$ cat src/rtl/inst_loader.sv
// inst_loader: boot-time program loader in front of the instruction memory.
// It parses a framed byte stream: 0xA5, LEN_LO, LEN_HI, then 4*N data bytes
// (little-endian words), then an XOR checksum of the data bytes. The core is
// held in reset until a complete image has been written and the checksum
// has matched.
//
// Optional build macro: LOADER_TIMEOUT_EN. When it is defined, an inter-byte
// idle counter forces the error state after TIMEOUT_CYC cycles without a
// byte while a frame is in progress. When it is not defined, the loader waits
// indefinitely in every state.
//
// Handshake: a byte transfers on a rising Clk edge where Rx_valid && Rx_ready.
// Rx_ready depends only on registered state (it is low only in RUN), so the
// sender may hold Rx_valid/Rx_data for as long as it likes, and no
// combinational path runs from Rx_valid to Rx_ready.
module inst_loader #(
    parameter int unsigned ADDR_W      = 32,
    parameter int unsigned DEPTH_WORDS = 256,
    parameter int unsigned TIMEOUT_CYC = 100000
) (
    input  logic              Clk,
    input  logic              Rst_n,
    input  logic              Rx_valid,
    input  logic [7:0]        Rx_data,
    output logic              Rx_ready,
    output logic              Imem_wr_en,
    output logic [ADDR_W-1:0] Imem_wr_addr,
    output logic [31:0]       Imem_wr_data,
    output logic              Core_rst_n,
    output logic              Load_done,
    output logic              Err,
    output logic [2:0]        o_dbg_state
);

    // The word index must be able to reach DEPTH_WORDS itself.
    localparam int unsigned IDX_W = $clog2(DEPTH_WORDS + 1);

    typedef enum logic [2:0] {
        S_IDLE = 3'd0,
        S_LEN0 = 3'd1,
        S_LEN1 = 3'd2,
        S_DATA = 3'd3,
        S_CSUM = 3'd4,
        S_RUN  = 3'd5,
        S_ERR  = 3'd6
    } state_t;

    state_t            r_state;
    state_t            w_state_nxt;
    logic [15:0]       r_len;
    logic [IDX_W-1:0]  r_idx;
    logic [1:0]        r_lane;
    logic [23:0]       r_word;
    logic [7:0]        r_csum;
    logic              r_wr_en;
    logic [ADDR_W-1:0] r_wr_addr;
    logic [31:0]       r_wr_data;

    logic              w_acc;
    logic [15:0]       w_len_new;
    logic              w_len_oversize;
    logic [IDX_W-1:0]  w_idx_inc;
    logic              w_last_word;
    logic              w_timeout;

    assign Rx_ready       = (r_state != S_RUN);
    assign w_acc          = Rx_valid && Rx_ready;
    assign w_len_new      = {Rx_data, r_len[7:0]};
    assign w_len_oversize = ({16'd0, w_len_new} > DEPTH_WORDS);
    assign w_idx_inc      = r_idx + IDX_W'(1);
    assign w_last_word    = (32'(w_idx_inc) == 32'(r_len));

`ifdef LOADER_TIMEOUT_EN
    localparam int unsigned CNT_W = $clog2(TIMEOUT_CYC + 1);

    logic [CNT_W-1:0] r_idle_cnt;
    logic             w_cnt_active;

    assign w_cnt_active = (r_state == S_LEN0) || (r_state == S_LEN1) ||
                          (r_state == S_DATA) || (r_state == S_CSUM);
    assign w_timeout    = w_cnt_active && !w_acc &&
                          (r_idle_cnt == CNT_W'(TIMEOUT_CYC - 1));

    // Idle counter: cleared by every accepted byte and outside a frame.
    always_ff @(posedge Clk or negedge Rst_n) begin
        if (!Rst_n) begin
            r_idle_cnt <= '0;
        end else if (!w_cnt_active || w_acc) begin
            r_idle_cnt <= '0;
        end else begin
            r_idle_cnt <= r_idle_cnt + CNT_W'(1);
        end
    end
`else
    localparam int unsigned UNUSED_TIMEOUT_CYC = TIMEOUT_CYC;

    assign w_timeout = 1'b0;
`endif

    // State register.
    always_ff @(posedge Clk or negedge Rst_n) begin
        if (!Rst_n) begin
            r_state <= S_IDLE;
        end else begin
            r_state <= w_state_nxt;
        end
    end

    // Next-state decode; RUN and ERR are terminal until reset.
    always_comb begin
        w_state_nxt = r_state;
        case (r_state)
            S_IDLE: if (w_acc && Rx_data == 8'hA5) w_state_nxt = S_LEN0;
            S_LEN0: if (w_acc) w_state_nxt = S_LEN1;
            S_LEN1: begin
                if (w_acc) begin
                    if (w_len_oversize)        w_state_nxt = S_ERR;
                    else if (w_len_new == '0)  w_state_nxt = S_CSUM;
                    else                       w_state_nxt = S_DATA;
                end
            end
            S_DATA: if (w_acc && r_lane == 2'd3 && w_last_word) w_state_nxt = S_CSUM;
            S_CSUM: if (w_acc) w_state_nxt = (Rx_data == r_csum) ? S_RUN : S_ERR;
            default: w_state_nxt = r_state;
        endcase
        if (w_timeout) w_state_nxt = S_ERR;
    end

    // Datapath: length capture, word assembly, checksum and write strobe.
    always_ff @(posedge Clk or negedge Rst_n) begin
        if (!Rst_n) begin
            r_len     <= '0;
            r_idx     <= '0;
            r_lane    <= '0;
            r_word    <= '0;
            r_csum    <= '0;
            r_wr_en   <= 1'b0;
            r_wr_addr <= '0;
            r_wr_data <= '0;
        end else begin
            r_wr_en <= 1'b0;
            if (w_acc) begin
                case (r_state)
                    S_LEN0: r_len[7:0]  <= Rx_data;
                    S_LEN1: r_len[15:8] <= Rx_data;
                    S_DATA: begin
                        r_csum <= r_csum ^ Rx_data;
                        r_lane <= r_lane + 2'd1;
                        if (r_lane == 2'd3) begin
                            r_wr_data <= {Rx_data, r_word};
                            r_wr_addr <= ADDR_W'(r_idx) << 2;
                            r_wr_en   <= 1'b1;
                            r_idx     <= w_idx_inc;
                        end else begin
                            r_word <= {Rx_data, r_word[23:8]};
                        end
                    end
                    default: ;
                endcase
            end
        end
    end

    assign Imem_wr_en   = r_wr_en;
    assign Imem_wr_addr = r_wr_addr;
    assign Imem_wr_data = r_wr_data;
    assign Core_rst_n   = (r_state == S_RUN);
    assign Load_done    = (r_state == S_RUN);
    assign Err          = (r_state == S_ERR);
    assign o_dbg_state  = r_state;

endmodule

$ cat config.mk
export PLATFORM = sky130hd
export DESIGN_NAME = inst_loader
export DESIGN_NICKNAME = d
export VERILOG_FILES = /design/src/rtl/inst_loader.sv
export SDC_FILE = /design/constraint.sdc
export NUM_CORES = 1
export LEC_CHECK = 0
export CAP_MARGIN = 20
export CELL_PAD_IN_SITES_DETAIL_PLACEMENT = 1
export CELL_PAD_IN_SITES_GLOBAL_PLACEMENT = 1
export CORE_AREA = 5 5 111 113
export CTS_CLUSTER_SIZE = 16
export DETAILED_ROUTE_END_ITERATION = 16
export DIE_AREA = 0 0 116 118
export GPL_ROUTABILITY_DRIVEN = 0
export PLACE_DENSITY_LB_ADDON = 0.1
export SYNTH_ARGS = -nofsm -noshare
export SYNTH_HDL_FRONTEND = slang
export SYNTH_SLANG_ARGS = --single-unit
export TNS_END_PERCENT = 5
$ cat constraint.sdc
create_clock -name Clk -period 3.26 [get_ports Clk]
set_clock_uncertainty 0.2 [all_clocks]
set_input_delay 0.978 -clock Clk [delete_from_list [all_inputs] [get_ports Clk]]
set_output_delay 0.978 -clock Clk [all_outputs]
set_load 0.005 [all_outputs]
Yosys cells after proc, flatten, opt, wreduce, memory -nomap -nowiden --
Index checks and enable logic that the tools add are counted.
Word-level totals: flip-flop bits (word level) 104, input bits 11, word-level logic and storage cells 56
Cells by class: $add $sub $neg 2, magnitude comparators 1, equality and inequality tests 16, multiplexer cells 12, bitwise gates (word level) 2, reductions and logical operators 13
Operators with widths (count):
- $mux W3 | 7
- $eq A9 B16 Y1 | 1
- $gt A16 B9 Y1 const B | 1
- $logic_not A16 Y1 | 1
- $pmux W3 S5 | 1
- $ne A2 B2 Y1 const B | 5
- $add A9 B1 Y9 const B | 1
- $eq A3 B3 Y1 const B | 3
- $eq A8 B8 Y1 | 1
- $eq A8 B8 Y1 const B | 1
- $xor A8 B8 Y8 | 1
- $eq A3 B2 Y1 const B | 2
- $reduce_and A2 Y1 | 3
- $reduce_and A3 Y1 | 2
- $reduce_and A6 Y1 | 1
- $reduce_bool A5 Y1 | 1
- $logic_and A1 B1 Y1 | 4
- $eq A3 B1 Y1 const B | 1
- $logic_not A3 Y1 | 1
- $mux W1 | 3
- $ne A3 B3 Y1 const B | 1
- $add A2 B1 Y2 const B | 1
- $eq A2 B2 Y1 const B | 1
- $mux W2 | 1
- $not A1 Y1 | 1

Depth between registers and ports, before layout --
depth in word-level cells 6, gate-level depth with buffers 7, mapped depth without buffers 6

Worst setup path before layout --
No wires, ideal clock.
kind input-to-reg, start input Rx_data[6], end register r_state[0], in the netlist o_dbg_state[0], arrival 2694 ps, data required time 2979 ps, slack 284 ps, stages on the path 5, cells stage by stage or4_1 or4_1 o41a_1 a211o_1 a31oi_2
On the way: word-level cells in the longest chain between the ends 5
RTL lines:
- from (decl) | line 24 | input logic [7:0] Rx_data,
- branches (longest 5 deep; another with $gt A16 B9 Y1)
- to (signal assigned) | line 105 | r_state <= w_state_nxt;
- to (decl) | line 48 | state_t r_state;
Parallel ways; which one is timed is not known. The select of a mux whose other input is x is not followed. A chain may end at the register's enable or synchronous reset.

Worst setup path in the final report --
Ends and elaborated chain as after synthesis.

==> flow_metrics.tcl <==
set metrics [dict create \
    nNetsFinal 433 \
    vias 2865 \
    min_path_cells 1 \
    rsz0062_at_grt "false" \
    grt_pass1_wl_um 16900 \
    status "completed" \
    timing.final.crit_period_ns 3.20 \
    cts_hold_buffers 0 \
    drt-initial-drc-count 141 \
    final_max_slew_viol_count 0 \
    synth-edff-count 0 \
    total_power_w 0.00428 \
    reg2reg_slack_ns 0.84 \
    cts_setup_buffers 0 \
    reg2reg_from "r_len[1]" \
    r2r_cells 5 \
    synth_xor_area_share_pct 7.21 \
    yosysTopAreaCell "dfrtp_1" \
    p_per_area_nw_per_um2 752 \
    coreArea_um2 11200 \
    critical-path-max-stage-delay_ns 0.55 \
    fill_cells 1165 \
    path_class "primary input to flip-flop" \
    holdPathEnd "r_lane[0]" \
    viasPerCell 5.04 \
    critical_path.max_fanout 2 \
    ir_drop_mv 0.379 \
    worstMarginPinSlew_ns 0.642 \
    synth_top_family_by_area "multiplexers" \
    crit_family "simple AND/OR/NAND/NOR gates" \
    cts.clk_slew.worst_paths_ns 0.08 \
    critPathLaunchType "primary input" \
    groute.usage.overall_pct 15.6 \
    grt_start_max_net_pins 44 \
    cp_num_buf_inv 1 \
    min-delay-start "r_lane[0]" \
    wl_per_cell_um 17.4 \
    crit_path_frequent_cell "or4_1" \
    grt_antenna_before_repair 0 \
    synth-async-reset-ratio_pct 100 \
    clk_latency_ns 0.35 \
    worst_setup_path_end_kind "flip-flop" \
    die_width_um 116 \
    yosys.area_share.simple_pct 7.07 \
    setup-tns-final_ns 0 \
    yosysTopAreaCellShare_pct 56.4 \
    route.detailed.drc 0 \
    crit-reg2reg-capture "o_dbg_state[0]" \
    area_growth_pct 23.3 \
    cts_buffers 9 \
    setup_viol 0 \
    grt_pass1_vias 3188 \
    arrival_ns 3.26 \
    ys.flop_type "dfrtp_1" \
    postSynthAreaPerCell_um2 13.3 \
    wl_um 9890 \
    required_ns 3.32 \
    cts_tree "done" \
    hold_viol 0 \
    synth_most_common_cell "dfrtp_1" \
    ios 83 \
    die_y_um 118 \
    place.detailed.hpwl_um 7240 \
    synth.area.mux_share_pct 20.2 \
    synthAdderAreaFrac_pct 0.542 \
    worstPathCellList "clkdlybuf4s50_1 -> or4_1 -> or4_1 -> o41a_1 -> a211o_1 -> a31oi_2" \
    clock_sinks 104 \
    grt_overflow 0 \
    h-tree-depth 3 \
    yosysUniqueCellTypes 43 \
    fp-row-count 39 \
    cap_violations 0 \
    postSynthCellCount 348 \
    hold_class "flip-flop to flip-flop" \
    synth_area_um2 4620 \
    dr.pass1.iters 4 \
    num_antenna_cells 0 \
    post-route-period-util_pct 98.2 \
    drive_gt1_share_pct 15.8 \
    fmax_ghz 0.313 \
    seq_area_frac_synth_pct 56.4 \
    ys_ff_latch 104 \
    crit_slowest_cell "or4_1" \
    cts-root-buf "clkbuf_16" \
    ys_top_cells_by_count "104 x dfrtp_1, 61 x mux2_1, 24 x buf_4" \
    leakage_nw 2.64 \
    ctsResizeCount 0 \
    io_buffers 59 \
    yosys-top-cells-area "dfrtp_1 56%, mux2_1 15%, mux2_2 5.4%" \
    final_antenna_net_count 0 \
    max_slew_margin_pct 56.8 \
    fp.dieArea_um2 13700 \
    initial_core_util_pct 41.1 \
    clock_path_buffers 2 \
    yosys_warnings 0 \
    synth-compound-area-share_pct 2.95 \
]
-- area by class of cell --
cell class                 instances  area, um2  area share [%]
timing repair buffer              80        771            13.5
tap                              143        179            3.14
clock buffer                      11        243            4.26
inverter                           3       11.3           0.198
sequential                       104       2600            45.7
clock inverter                     5       40.0           0.703
multi-input combinational        222       1850            32.5
-- per-layer routing --
layer | global-route usage [%] | vias to the layer above | wire length (um)
li1 | - | 1302 | -
met3 | 4.11 | 14 | 448
met4 | 4.50 | 0 | 148
met2 | 25.6 | 65 | 4930
met1 | 20.2 | 1484 | 4360
met5 | 0 | - | 0
-- cells by family (layout without fill, tap and decap cells) --
group,after synthesis,in the layout
AO/OA/AOI/OAI,17,17
buffers and inverters,44,99
flip-flops,104,104
AND/OR/NAND/NOR,59,59
other,1,23
adder cells (fa/ha/maj),2,2
multiplexers,83,83
XOR/XNOR,38,38
-- state kept, by name (all words and copies together), names as in the netlist --
| name | count |
|---|---|
| Imem_wr_addr | 9 |
| Imem_wr_data | 32 |
| Imem_wr_en | 1 |
| o_dbg_state | 3 |
| r_csum | 8 |
| r_idx | 9 |
| r_lane | 2 |
| r_len | 16 |
| r_word | 24 |
-- worst max-delay path by stage --
stage / startpoint / endpoint / slack (ns) / depth (start not counted)
floorplan: Rx_data[6] / o_dbg_state[0] / 0.28 / 5
global placement: Rx_data[6] / o_dbg_state[0] / -0.21 / 6
detailed placement: Rx_data[6] / o_dbg_state[0] / -0.28 / 6
CTS: Rx_data[6] / o_dbg_state[0] / 0.08 / 6
global route: Rx_data[6] / o_dbg_state[0] / 0.007 / 6
finish: Rx_data[6] / o_dbg_state[0] / 0.06 / 6
-- per-stage QoR --
stage	setup WS [ns]	area (um2)	hold slack [ns]	utilization [%]	instances
finish	0.0601	5700	0.276	50.7	568
floorplan	0.284	4700	0.248	-	370
global route	0.00668	5700	0.303	50.7	568
CTS	0.0775	5700	0.283	50.7	568
detailed placement	-0.280	5410	0.272	48.2	552
global placement	-0.209	5410	0.262	48.2	552
-- power by group --
group | internal [W] | switching (W) | total [W]
Clock | 0.000543 | 0.000471 | 0.00101
Combinational | 0.000740 | 0.000450 | 0.00119
Sequential | 0.00173 | 0.000342 | 0.00208
-- placed cells by master, fill, tap and decap left out, types with 2 or more instances in the layout --
master           Yosys  routed
nand3_1              4       4
or4_1                3       3
nand4_1              3       3
xnor2_1             21      21
a21oi_1              2       2
dfrtp_1            104     104
and3_1               3       3
conb_1               1      23
nand2_1             16      15
clkbuf_16            0       9
inv_2                2       2
mux2_2              22      22
clkinvlp_4           0       3
o211ai_1             2       2
nor3_1               4       3
nor4_1               6       6
buf_4               24      20
nor2_1               8       8
clkdlybuf4s50_1      0      58
buf_12               0       2
nor3b_1              2       2
xor2_1              17      17
nand3b_1             3       3
mux2_1              61      61
ha_1                 2       2
nor3b_2              2       2
Power figures use the tool's default switching activity.
